`src/rtl/i3c_addr_phase_ctrl.sv`:
```
// I3C controller address-phase engine.
// Sends an optional broadcast header (BCAST_ADDR + W) and then the private
// dynamic address + R/W taken from a small dynamic address table (DAT).
// The target ACK is sampled after each address. A NACKed private address is
// retried after a repeated START, up to MAX_RETRY times. All sequencing
// advances only on bit_tick_i, which the bus-level FSM issues once per SCL bit.
`timescale 1ns/1ps

module i3c_addr_phase_ctrl #(
    parameter int unsigned           ADDR_WIDTH  = 7,
    parameter int unsigned           NUM_TARGETS = 4,
    parameter int unsigned           MAX_RETRY   = 2,
    parameter logic [ADDR_WIDTH-1:0] BCAST_ADDR  = 7'h7E,
    localparam int unsigned          IDX_W       = (NUM_TARGETS > 1) ? $clog2(NUM_TARGETS) : 1,
    localparam int unsigned          RC_W        = (MAX_RETRY > 0) ? $clog2(MAX_RETRY + 1) : 1
) (
    input  logic                  clk_i,
    input  logic                  rst_ni,
    input  logic                  start_i,
    input  logic [IDX_W-1:0]      target_idx_i,
    input  logic                  is_read_i,
    input  logic                  bcast_en_i,
    input  logic                  dat_we_i,
    input  logic [IDX_W-1:0]      dat_idx_i,
    input  logic [ADDR_WIDTH-1:0] dat_addr_i,
    input  logic                  dat_clr_i,
    input  logic                  bit_tick_i,
    input  logic                  sda_i,
    output logic                  sda_o,
    output logic                  sda_oe_o,
    output logic                  rstart_req_o,
    output logic                  busy_o,
    output logic                  done_o,
    output logic                  acked_o,
    output logic                  nack_o,
    output logic                  err_o,
    output logic [ADDR_WIDTH-1:0] target_addr_o,
    output logic [RC_W-1:0]       retry_cnt_o
);

    // Bit counter must reach ADDR_WIDTH+1 (one full address + R/W) without wrapping.
    localparam int unsigned CNT_W = $clog2(ADDR_WIDTH + 2);
    localparam int unsigned SW    = ADDR_WIDTH + 1;

    typedef enum logic [2:0] {
        ST_IDLE,
        ST_HDR_ADDR,
        ST_HDR_ACK,
        ST_PRIV_ADDR,
        ST_PRIV_ACK,
        ST_RSTART,
        ST_DONE
    } state_e;

    state_e                  state_q;
    logic [SW-1:0]           shreg_q;
    logic [CNT_W-1:0]        bit_cnt_q;
    logic [IDX_W-1:0]        idx_q;
    logic                    rw_q;

    logic [ADDR_WIDTH-1:0]   dat_q [NUM_TARGETS];
    logic [NUM_TARGETS-1:0]  dat_vld_q;
    logic [NUM_TARGETS-1:0]  dat_vld_d;

    logic                    entry_valid;
    logic [SW-1:0]           start_word;
    logic [SW-1:0]           priv_word;
    logic [SW-1:0]           bcast_word;

    assign entry_valid = (32'(target_idx_i) < NUM_TARGETS) && dat_vld_q[target_idx_i];
    assign start_word  = {dat_q[target_idx_i], is_read_i};
    // Index and R/W are latched at start, so later DAT writes cannot alter the phase.
    assign priv_word   = {dat_q[idx_q], rw_q};
    assign bcast_word  = {BCAST_ADDR, 1'b0};

    // Next DAT valid vector: a clear wipes everything, then a same-cycle write re-validates its entry.
    always_comb begin
        // NOTE: every always_comb output gets a default first so no path can infer a latch.
        dat_vld_d = dat_vld_q;
        if (dat_clr_i) begin
            dat_vld_d = '0;
        end
        if (dat_we_i) begin
            dat_vld_d[dat_idx_i] = 1'b1;
        end
    end

    // DAT storage; table updates are frozen while an address phase is in flight.
    always_ff @(posedge clk_i or negedge rst_ni) begin
        if (!rst_ni) begin
            // NOTE: the DAT is a handful of flops, not a RAM, and must read back as zero after reset, so it is reset like any register.
            dat_vld_q <= '0;
            for (int i = 0; i < NUM_TARGETS; i++) begin
                dat_q[i] <= '0;
            end
        end else if (!busy_o) begin
            dat_vld_q <= dat_vld_d;
            if (dat_we_i) begin
                dat_q[dat_idx_i] <= dat_addr_i;
            end
        end
    end

    // Address-phase FSM with registered bus and status outputs.
    always_ff @(posedge clk_i or negedge rst_ni) begin
        if (!rst_ni) begin
            // NOTE: sequential state uses non-blocking assignments only, so every flop samples pre-edge values.
            state_q       <= ST_IDLE;
            shreg_q       <= '0;
            bit_cnt_q     <= '0;
            idx_q         <= '0;
            rw_q          <= 1'b0;
            sda_o         <= 1'b1;
            sda_oe_o      <= 1'b0;
            rstart_req_o  <= 1'b0;
            busy_o        <= 1'b0;
            done_o        <= 1'b0;
            acked_o       <= 1'b0;
            nack_o        <= 1'b0;
            err_o         <= 1'b0;
            target_addr_o <= '0;
            retry_cnt_o   <= '0;
        end else begin
            case (state_q)
                ST_IDLE: begin
                    if (start_i) begin
                        idx_q         <= target_idx_i;
                        rw_q          <= is_read_i;
                        target_addr_o <= dat_q[target_idx_i];
                        acked_o       <= 1'b0;
                        nack_o        <= 1'b0;
                        err_o         <= 1'b0;
                        retry_cnt_o   <= '0;
                        bit_cnt_q     <= '0;
                        busy_o        <= 1'b1;
                        if (!entry_valid) begin
                            err_o   <= 1'b1;
                            done_o  <= 1'b1;
                            state_q <= ST_DONE;
                        end else if (bcast_en_i) begin
                            shreg_q  <= bcast_word;
                            sda_oe_o <= 1'b1;
                            sda_o    <= bcast_word[SW-1];
                            state_q  <= ST_HDR_ADDR;
                        end else begin
                            shreg_q  <= start_word;
                            sda_oe_o <= 1'b1;
                            sda_o    <= start_word[SW-1];
                            state_q  <= ST_PRIV_ADDR;
                        end
                    end
                end

                ST_HDR_ADDR, ST_PRIV_ADDR: begin
                    if (bit_tick_i) begin
                        shreg_q   <= {shreg_q[SW-2:0], 1'b0};
                        bit_cnt_q <= bit_cnt_q + CNT_W'(1);
                        if (bit_cnt_q == CNT_W'(ADDR_WIDTH)) begin
                            // Last bit (R/W) just went out: release SDA for the ACK slot.
                            sda_oe_o <= 1'b0;
                            sda_o    <= 1'b1;
                            state_q  <= (state_q == ST_HDR_ADDR) ? ST_HDR_ACK : ST_PRIV_ACK;
                        end else begin
                            sda_o <= shreg_q[SW-2];
                        end
                    end
                end

                ST_HDR_ACK: begin
                    if (bit_tick_i) begin
                        if (!sda_i) begin
                            shreg_q   <= priv_word;
                            bit_cnt_q <= '0;
                            sda_oe_o  <= 1'b1;
                            sda_o     <= priv_word[SW-1];
                            state_q   <= ST_PRIV_ADDR;
                        end else begin
                            nack_o  <= 1'b1;
                            done_o  <= 1'b1;
                            state_q <= ST_DONE;
                        end
                    end
                end

                ST_PRIV_ACK: begin
                    if (bit_tick_i) begin
                        if (!sda_i) begin
                            acked_o <= 1'b1;
                            done_o  <= 1'b1;
                            state_q <= ST_DONE;
                        end else if (retry_cnt_o < RC_W'(MAX_RETRY)) begin
                            retry_cnt_o  <= retry_cnt_o + RC_W'(1);
                            shreg_q      <= priv_word;
                            rstart_req_o <= 1'b1;
                            state_q      <= ST_RSTART;
                        end else begin
                            nack_o  <= 1'b1;
                            done_o  <= 1'b1;
                            state_q <= ST_DONE;
                        end
                    end
                end

                ST_RSTART: begin
                    // The bus FSM issues Sr during this slot; only the private address follows.
                    if (bit_tick_i) begin
                        rstart_req_o <= 1'b0;
                        bit_cnt_q    <= '0;
                        sda_oe_o     <= 1'b1;
                        sda_o        <= shreg_q[SW-1];
                        state_q      <= ST_PRIV_ADDR;
                    end
                end

                ST_DONE: begin
                    done_o  <= 1'b0;
                    busy_o  <= 1'b0;
                    state_q <= ST_IDLE;
                end

                default: begin
                    sda_oe_o     <= 1'b0;
                    sda_o        <= 1'b1;
                    rstart_req_o <= 1'b0;
                    done_o       <= 1'b0;
                    busy_o       <= 1'b0;
                    state_q      <= ST_IDLE;
                end
            endcase
        end
    end

endmodule

```
`config.mk`:
```
export PLATFORM = sky130hd
export DESIGN_NAME = i3c_addr_phase_ctrl
export DESIGN_NICKNAME = d
export VERILOG_FILES = /design/src/rtl/i3c_addr_phase_ctrl.sv
export SDC_FILE = /design/constraint.sdc
export NUM_CORES = 1
export LEC_CHECK = 0
export BUFFER_PORTS_ARGS = -buffer_cell sky130_fd_sc_hd__buf_2
export CAP_MARGIN = 20
export CORE_MARGIN = 2
export CORE_UTILIZATION = 33
export CTS_CLUSTER_DIAMETER = 30
export DETAILED_ROUTE_END_ITERATION = 10
export SETUP_SLACK_MARGIN = 0.2
export SYNTH_ARGS = -nofsm -noshare
export SYNTH_HDL_FRONTEND = slang
export SYNTH_SLANG_ARGS = --single-unit
export TNS_END_PERCENT = 1
```
`constraint.sdc`:
```
create_clock -name clk_i -period 1.8 [get_ports clk_i]
set_input_delay 0 -clock clk_i [delete_from_list [all_inputs] [get_ports clk_i]]
set_output_delay 0 -clock clk_i [all_outputs]
set_load 0.02 [all_outputs]
```
==> summary.md, run 1 <==
| Metric | Value |
|---|---|
| Unrepaired setup endpoints after global routing | true |
| Fin crit share | 0.987 |
| Initial antenna violation count | 0 |
| Startpoint types | flop |
| Share of cells above drive strength 1 | 0.429 |
| Sw Share | 0.385 |
| Crit Path Category | reg2reg |
| MaxCap Viol Count | 0 |
| Die Y | ~110 um |
| Skew final | 12.6 ps |
| Peak VDD IR | between 0.6 and 0.7 mV |
| # setup viols final | 0 |
| GP Congestion | 0.783 |
| Critical Path RT | approximately 2000 ps |
| Synth-to-layout area growth | 27.5% |
| Relative slew margins | 0.721 |
| Net switching power | between 3000 and 4000 uW |
| Largest fanout on the critical path | 4 |
| Power per cell area | approximately 1800 nW/um^2 |
| Vias in the first global route | 2881 |
| Crit Reg-Reg Startpoint | idx_q[0] |
| Worst-path clk slew | 80 ps |
| Worst-case clock buffer depth | 2 |
| Hold Crit Class | in2reg |
| Row count | 38 |
| Largest net degree at the start of global routing | between 60 and 70 |
| Outcome | finished, final reports clean |
| Synth warn | 0 |
| Post-Syn Area | roughly 3600 um^2 |
| Sum of negative setup slack | 0 ps |
| Sequential power share | 0.327 |
| CP arrival | 2020 ps |
| Logic gate share of total power | 0.517 |
| Commonest non-fill, non-tap cell in the layout | dfrtp_1 |
| Tmin final | 1780 ps |
| First-pass GRT wire length | between 10 and 15 mm |
| Async S/R FF share, synth | 1.00 |
| Syn Nets | between 300 and 400 |
| Drt via density | roughly 5.3 |
| Met1 WL | just over 4 mm |
| Reg2reg end | shreg_q[7] |
| Yosys cell types | 57 |
| Seq/Total Area, Yosys | 0.464 |
| Total grt overflow | 0 |
| DR pass1 iterations | 4 |
| Final hold slack | about 18 ps |
| FF-to-FF path depth | 4 |
| Clock group share of total power | 0.155 |
| Syn Area/Cell | ~12 um^2 |
| Met3 routed WL | around 270 um |
| Number of synthesized register bits | between 60 and 70 |
| Least-Margin Pin Slew | between 400 and 500 ps |
| Final ANT Viol Nets | 0 |
| Worst skew pair latency | between 300 and 400 ps |
| Dpl hpwl | between 6 and 7 mm |
| Drc violations | 0 |
| Clock Root Buffer | clkbuf_8 |
| DIE AREA | approximately 12000 um^2 |
| Sink Count | 67 |
| Max Slew Vio Count | 0 |
| Routed len/inst | 16.6 um |
| Internal Pwr Total | 5160 uW |
| Prevailing post-synth register cell | dfrtp_1 |
| Commonest non-fill, non-tap cells in the layout | dfrtp_1 (62), nand2_1 (43), mux2_2 (37), buf_2 (36), buf_4 (28) |
| Hold endpoint | dat_vld_q[3] |
| Leakage power | 0.00204 uW |
| Final hold violations | 0 |
| H-tree Lvls | 3 |
| Initial DRC count | 174 |
| Hold_sp | dat_clr_i |
| CTS Buf Count | 9 |
| Wirelength, routed | around 9 mm |
| Tot GR Track Use | 0.160 |
| Max Used Layer | met4 |
| Post-synth EDFFs | 0 |
| N_diodes | 0 |
| Die width | roughly 110 um |
| Crit path capture type | flop |
| Reg2Reg Setup Slack | approximately 23 ps |
| CTS tree | yes |
| Vias after detailed routing | around 2.8k |
| PortBufs | 36 |
| Post-layout nets | 405 |
| Wire length on met2 | about 4.2 mm |
| IO Pins | 37 |
| WHS Path Cells | 4 |
| Initial Util | 0.337 |
| Core ar. | roughly 11000 um^2 |
| Synthesized instance count | ~310 |
| Peak Freq | roughly 560 MHz |
==> flip-flops by register name, summed over array words and instances, names as in the netlist, 2 cells and up <==
register	flops
bit_cnt_q	4
dat_q	28
dat_vld_q	4
idx_q	2
retry_cnt_o	2
shreg_q	8
state_q	3
target_addr_o	7
==> area by class of cell <==
| class | instances | area (um^2) |
|---|---|---|
| repair buffers | 82 | 612 |
| clock inverters | 7 | 75.1 |
| flip-flops and latches | 67 | 1680 |
| multi-input cells | 217 | 1920 |
| inverters | 7 | 26.3 |
| well taps | 140 | 175 |
| fillers | 1047 | 6130 |
| clock buffers | 9 | 124 |
==> timing repair <==
action	CTS	global route
gates resized for setup	3	29
hold buffers	9	0
pin swaps	3	11
endpoints found under the setup margin	26	28
setup buffers	2	0
hold endpoints to repair	96	0
==> metrics by stage <==
stage	area, um^2	cells	power (uW)	worst slack (ps)	util
finish	4610	529	8380	22.7	0.429
global route	4610	529	8960	-39.1	0.429
CTS	4490	529	8150	32.4	0.418
detailed placement	4170	502	6730	-22.8	0.388
global placement	4170	502	6630	-14.8	0.388
floorplan	3620	313	5410	-20.1	-
==> power groups by stage <==
stage / combinational [uW] / clock, uW / sequential (uW)
after global placement: 3910 / 0 / 2720
final: 4340 / 1300 / 2740
after CTS: 4080 / 1330 / 2740
after floorplan: 2630 / 0 / 2790
after detailed placement: 3960 / 0 / 2760
after global routing: 4710 / 1400 / 2850
==> cells in the mapped netlist, drive strengths merged (4+ instances only) <==
master,number,area (um^2)
dfrtp,66,1650
a2bb2oi,6,52.6
a21o,8,60.1
nor2b,4,25.0
nor2,9,33.8
nand3,4,20.0
nand2,43,161
a221o,6,60.1
clkbuf,15,56.3
mux4,15,349
inv,7,26.3
o31ai,4,30.0
a21oi,12,60.1
buf,7,40.0
mux2,38,428
o21ai,15,78.8
==> how the worst max path moves through the flow <==
| stage | slack [ps] | endpoint | startpoint |
|---|---|---|---|
| 2_1_floorplan | -20 | shreg_q[0] | retry_cnt_o[1] |
| 3_3_place_gp | -10 | shreg_q[4] | idx_q[0] |
| 3_5_place_dp | -20 | shreg_q[5] | idx_q[0] |
| 4_1_cts | 30 | shreg_q[7] | idx_q[0] |
| 5_1_grt | -40 | shreg_q[7] | idx_q[0] |
| 6_report | 20 | shreg_q[7] | idx_q[0] |
==> cells by family after synthesis <==
logic type / count (synthesis) / share of synthesized area
simple gates: 85 / 0.120
compound gates: 75 / 0.156
flops: 67 / 0.464
mux: 55 / 0.220
buf+inv: 29 / 0.0339
xor+xnor: 1 / 0.00242
fa+ha+maj: 1 / 0.00346
==> critical path, stage by stage (launching register included) <==
cell	delay, ps
dfrtp_2	430
buf_6	140
mux4_2	530
a221o_1	310
mux2_2	260
==> routing by layer <==
metal / vias up / GRT usage
li1: 1315 / -
met1: 1413 / 0.218
met2: 47 / 0.243
met3: 21 / 0.0311
met4: 0 / 0.0788
met5: - / 0
Note: power is estimated with default switching activity, not from simulation.
==> run 2, diff against run 1 <==
- RECOVER_POWER: unset -> 100
- SETUP_SLACK_MARGIN: 0.2 -> 0.15
==> summary.md, run 2 (synthesis results as in run 1) <==
| Metric | Value |
|---|---|
| Row count | 38 (unchanged) |
| Initial Util | 0.337 (unchanged) |
| Crit Reg-Reg Startpoint | idx_q[0] |
| Skew final | 11.8 ps (-0.798 ps) |
| Critical Path Start | idx_q[0] |
| MaxCap Viol Count | 0 (unchanged) |
| Tot GR Track Use | 0.160 (unchanged) |
| CTS tree | yes |
| Fin crit share | 0.986 (-0.00161) |
| Clock Root Buffer | clkbuf_8 |
| Worst skew pair latency | 360 ps (about the same) |
| Sum of negative setup slack | 0 ps (unchanged) |
| Largest regs | dat_q (28), shreg_q (8), target_addr_o (7) |
| CP arrival | 2010 ps (about the same) |
| Setup ws final | 25.6 ps (+2.90 ps) |
| Post-layout nets | 405 (unchanged) |
| N_diodes | 0 (unchanged) |
| GP Congestion | 0.783 (unchanged) |
| Max stage delay on crit path | 530 ps (about the same) |
| Relative slew margins | 0.382 (-0.339) |
| CTS Buf Count | 9 (unchanged) |
| Share of cells above drive strength 1 | 0.355 (-0.0746) |
| FF-to-FF path depth | 4 (unchanged) |
| Crit Path Category | reg2reg |
| DR pass1 iterations | 4 (unchanged) |
| Unrepaired setup endpoints after global routing | true |
| Tmin final | 1770 ps (-2.90 ps) |
| Initial antenna violation count | 0 (unchanged) |
| Hold Crit Class | in2reg |
| Power per cell area | 1810 nW/um^2 (-0.16%) |
| Total grt overflow | 0 (unchanged) |
| # setup viols final | 0 (unchanged) |
| Vias in the first global route | 2881 (unchanged) |
| Fillcell total | 1072 (+2.4%) |
| Peak VDD IR | 0.619 mV (-0.11%) |
| Max Slew Vio Count | 0 (unchanged) |
| Commonest non-fill, non-tap cell in the layout | dfrtp_1 |
| Die width | 109 um (unchanged) |
| Hold_sp | dat_clr_i |
| Routed len/inst | 16.5 um (-0.63%) |
| Worst slack, placed | -22.8 ps (unchanged) |
| Drc violations | 0 (unchanged) |
| Crit-path cells | buf_6, mux4_2, a221o_1, mux2_2 |
| Drt via density | 5.35 (+1.1%) |
| Vias after detailed routing | 2828 (+1.1%) |
| Die Y | 109 um (unchanged) |
| Sink Count | 67 (unchanged) |
| WHS Path Cells | 4 (unchanged) |
| Outcome | finished, final reports clean |
| Startpoint types | flop |
| Reg2Reg Setup Slack | 30 ps (about the same) |
| Largest fanout on the critical path | 4 (unchanged) |
| Synth-to-layout area growth | 24.2% |
| Commonest non-fill, non-tap cells in the layout | dfrtp_1 (63), nand2_1 (43), mux2_2 (38), buf_4 (24), clkbuf_1 (22) |
| Crit path capture type | flop |
| Max FFs per register | 28 (unchanged) |
| Crit-path slowest cell | mux4_2 |
| PortBufs | 36 (unchanged) |
| H-tree Lvls | 3 (unchanged) |
| Wirelength, routed | 8.74 mm (-0.63%) |
| Core ar. | 10700 um^2 (unchanged) |
| Reg2reg end | shreg_q[7] |
| Dpl hpwl | 6.09 mm (unchanged) |
| IO Pins | 37 (unchanged) |
| Worst-case clock buffer depth | 2 (unchanged) |
| Final ANT Viol Nets | 0 (unchanged) |
| Leakage power | 0.00194 uW (-4.6%) |
| Final hold violations | 0 (unchanged) |
| Least-Margin Pin Slew | 928 ps (+511 ps) |
| Worst-path clk slew | 80 ps (about the same) |
| Largest net degree at the start of global routing | 68 (unchanged) |
| First-pass GRT wire length | 14.5 mm (unchanged) |
| DIE AREA | 11800 um^2 (unchanged) |
| Reg with most FFs | dat_q |
| Initial DRC count | 161 (-7.5%) |
| Critical Path RT | 2040 ps (about the same) |
| Peak Freq | 564 MHz (+0.16%) |
| Setup crit end | shreg_q[7] |
## run 2: cell types whose count changed in the layout (fill, tap and decap cells not counted), sizes merged
cell    previous run  this run
buf               73        48
clkbuf             9        34
## run 2: worst min-delay path by stage
stage | endpoint | slack [ps]
2_1_floorplan | acked_o | -300
3_3_place_gp | rstart_req_o | 50
3_5_place_dp | retry_cnt_o[0] | 50
4_1_cts | dat_vld_q[3] | 5
5_1_grt | idx_q[0] | 30
6_report | dat_vld_q[3] | 20
## run 2: repair_timing
item	CTS	global route
pin swaps	3	5
gates resized for setup	3	22
setup buffers	2	0
hold endpoints to repair	96	0
setup endpoints to repair	25	26
hold buffers	9	0
## run 2: power breakdown
group | leakage (uW) | switching, uW | internal (uW)
sequential | 0.000819 | 517 | 2220
combinational | 0.00103 | 1990 | 2130
clock | 0.0000923 | 646 | 646
## run 2: area by class of cell
class	count	area [um^2]	area share
clock buffer	9	124	0.0276
clock inverter	7	75.1	0.0167
inverter	7	26.3	0.00584
multi-input combinational	217	1870	0.416
sequential	67	1680	0.374
tap	140	175	0.0390
timing repair buffer	82	543	0.121
## run 2: critical path: cells and delay by family (launching register included)
family / cells / cell delay, ps
AOI/OAI and AO/OA: 1 / 310
buffers and inverters: 1 / 140
muxes: 2 / 790
DFF: 1 / 430
## run 2: through the flow
| step | util | instance area (um^2) | cells | power [uW] | hold WS, ps |
|---|---|---|---|---|---|
| after floorplan | - | 3620 | 313 | 5410 | -296 |
| after global placement | 0.388 | 4170 | 502 | 6630 | 48.2 |
| after detailed placement | 0.388 | 4170 | 502 | 6730 | 51.3 |
| after CTS | 0.418 | 4490 | 529 | 8150 | 5.03 |
| after global routing | 0.418 | 4500 | 529 | 8750 | 30.5 |
| final | 0.418 | 4500 | 529 | 8150 | 15.2 |
## run 2: routing by layer
metal  share of wire  GRT usage  vias to the layer above
met1            0.46      0.218                     1433
met3           0.034     0.0311                       19
met4           0.023     0.0788                        0
met5               0          0                        -
met2            0.48      0.243                       58
li1                -          -                     1318
==> run 3, diff against run 2 <==
- clock period: 1.8 -> 2.2 ns (I/O delays scaled with it)
==> summary.md, run 3 (synthesis results as in run 1) <==
| Metric | Value |
|---|---|
| Hold Crit Class | in2reg |
| Synth-to-layout area growth | 18.2% |
| Routed len/inst | 17.0 um (+2.6%) |
| Initial antenna violation count | 0 (unchanged) |
| # setup viols final | 0 (unchanged) |
| Startpoint types | flop |
| Drt via density | 5.37 (+0.51%) |
| Sum of negative setup slack | 0 ps (unchanged) |
| H-tree Lvls | 3 (unchanged) |
| Crit Path Category | reg2reg |
| Row count | 38 (unchanged) |
| Total grt overflow | 0 (unchanged) |
| CTS Buf Count | 9 (unchanged) |
| Clock Root Buffer | clkbuf_8 |
| Crit path capture type | flop |
| Setup crit end | shreg_q[7] |
| N_diodes | 0 (unchanged) |
| Critical Path RT | 2440 ps (+400 ps) |
| Largest net degree at the start of global routing | 44 (-35%) |
| Dpl hpwl | 6.06 mm (-0.52%) |
| Initial Util | 0.337 (unchanged) |
| DIE AREA | 11800 um^2 (unchanged) |
| Worst-case clock buffer depth | 2 (unchanged) |
| Placed inst area | 4000 um^2 (-4.2%) |
| Wirelength, routed | 8.63 mm (-1.2%) |
| Worst skew pair latency | 350 ps (about the same) |
| Drc violations | 0 (unchanged) |
| Die width | 109 um (unchanged) |
| Final ANT Viol Nets | 0 (unchanged) |
| Worst-path clk slew | 80 ps (about the same) |
| Tot GR Track Use | 0.156 (-0.00326) |
| Final hold violations | 0 (unchanged) |
| Final Util | 0.398 (-0.0203) |
| Largest regs | dat_q (28), shreg_q (8), target_addr_o (7) |
| Crit Reg-Reg Startpoint | state_q[1] |
| Final std cells w/o fill | 509 (-3.8%) |
| Placed Cells | 481 (-4.2%) |
| Hold_sp | dat_clr_i |
| CTS tree | yes |
| DR pass1 iterations | 4 (unchanged) |
| Post-layout nets | 385 (-4.9%) |
| Fin crit share | 0.928 (-0.0580) |
| Commonest non-fill, non-tap cells in the layout | dfrtp_1 (66), nand2_1 (43), mux2_2 (38), clkbuf_1 (22), buf_2 (18) |
| Die Y | 109 um (unchanged) |
| Peak Freq | 490 MHz (-13%) |
| Unrepaired setup endpoints after global routing | true |
| Least-Margin Pin Slew | 1460 ps (+533 ps) |
| Relative slew margins | 0.0262 (-0.355) |
| Final instance area | 4280 um^2 (-4.8%) |
| IO Pins | 37 (unchanged) |
| GP Congestion | 0.831 (+6.1%) |
| First-pass GRT wire length | 14.3 mm (-1.7%) |
| Sink Count | 67 (unchanged) |
| FF-to-FF path depth | 5 (+1) |
| Tmin final | 2040 ps (+267 ps) |
| Share of cells above drive strength 1 | 0.279 (-0.0756) |
| Reg2Reg Setup Slack | 160 ps (+130 ps) |
| Vias after detailed routing | 2735 (-3.3%) |
| CP arrival | 2280 ps (+270 ps) |
| Reg2reg end | shreg_q[7] |
| Overall Power | 6370 uW (-22%) |
| Peak VDD IR | 0.496 mV (-20%) |
| Max Slew Vio Count | 0 (unchanged) |
| Critical Path Start | state_q[1] |
| Vias in the first global route | 2726 (-5.4%) |
| PortBufs | 36 (unchanged) |
| Initial DRC count | 141 (-12%) |
| Commonest non-fill, non-tap cell in the layout | dfrtp_1 |
| MaxCap Viol Count | 0 (unchanged) |
| Skew final | 12.1 ps (+0.268 ps) |
| Leakage power | 0.00186 uW (-4.5%) |
| Max FFs per register | 28 (unchanged) |
| Reg with most FFs | dat_q |
| Core ar. | 10700 um^2 (unchanged) |
| Power per cell area | 1490 nW/um^2 (-18%) |
| Largest fanout on the critical path | 17 (+13) |
| Outcome | finished, final reports clean |
==> run 3: cell types whose count changed in the layout (fill, tap and decap cells not counted), moves of 3 or more <==
cell / previous run / this run
dfrtp_1: 63 / 66
buf_4: 24 / 10
dfrtp_2: 3 / 0
clkinvlp_4: 3 / 0
==> run 3: metal layers <==
layer,GRT usage,share of wire
met3,0.0305,0.042
met4,0.0513,0.012
met2,0.258,0.49
met1,0.207,0.46
met5,0,0
==> run 3: final cells by class <==
class	instances	area [um^2]
clock inverters	7	100
multi-input cells	217	1800
flip-flops and latches	67	1680
repair buffers	62	373
fillers	1079	6470
inverters	7	26.3
clock buffers	9	124
well taps	140	175
==> run 3: worst min path at each step <==
stage | end | slack, ps | depth (start not counted)
6_report | dat_vld_q[3] | 7 | 4
5_1_grt | dat_vld_q[3] | 20 | 4
4_1_cts | dat_vld_q[3] | 2 | 4
3_5_place_dp | retry_cnt_o[0] | 50 | 1
3_3_place_gp | retry_cnt_o[0] | 30 | 1
2_1_floorplan | acked_o | -300 | 0
==> run 3: power by group <==
group          total (uW)  internal, uW  switching [uW]  leakage [uW]
Sequential           2290          1810             478      0.000823
Clock                1170           648             517      0.000114
Combinational        2910          1450            1460      0.000921
Total                6370          3910            2460       0.00186
==> run 3: repair_timing <==
action | CTS | global route
setup buffers | 0 | 2
resized for setup | 0 | 0
hold endpoints to repair | 54 | 0
hold buffers | 10 | 0
endpoints found under the setup margin | 0 | 10
==> run 3: worst max-delay path, stage by stage (launching register included) <==
cell and delay, ps:
dfrtp_1 540, buf_4 280, or3_1 330, o2bb2a_1 270, a221o_1 260, mux2_2 260
==> run 3: metrics by stage <==
step,hold slack (ps),setup slack [ps]
floorplan,-296,311
global placement,32.8,249
detailed placement,46.0,210
CTS,1.63,204
global route,20.2,60.3
finish,6.92,159
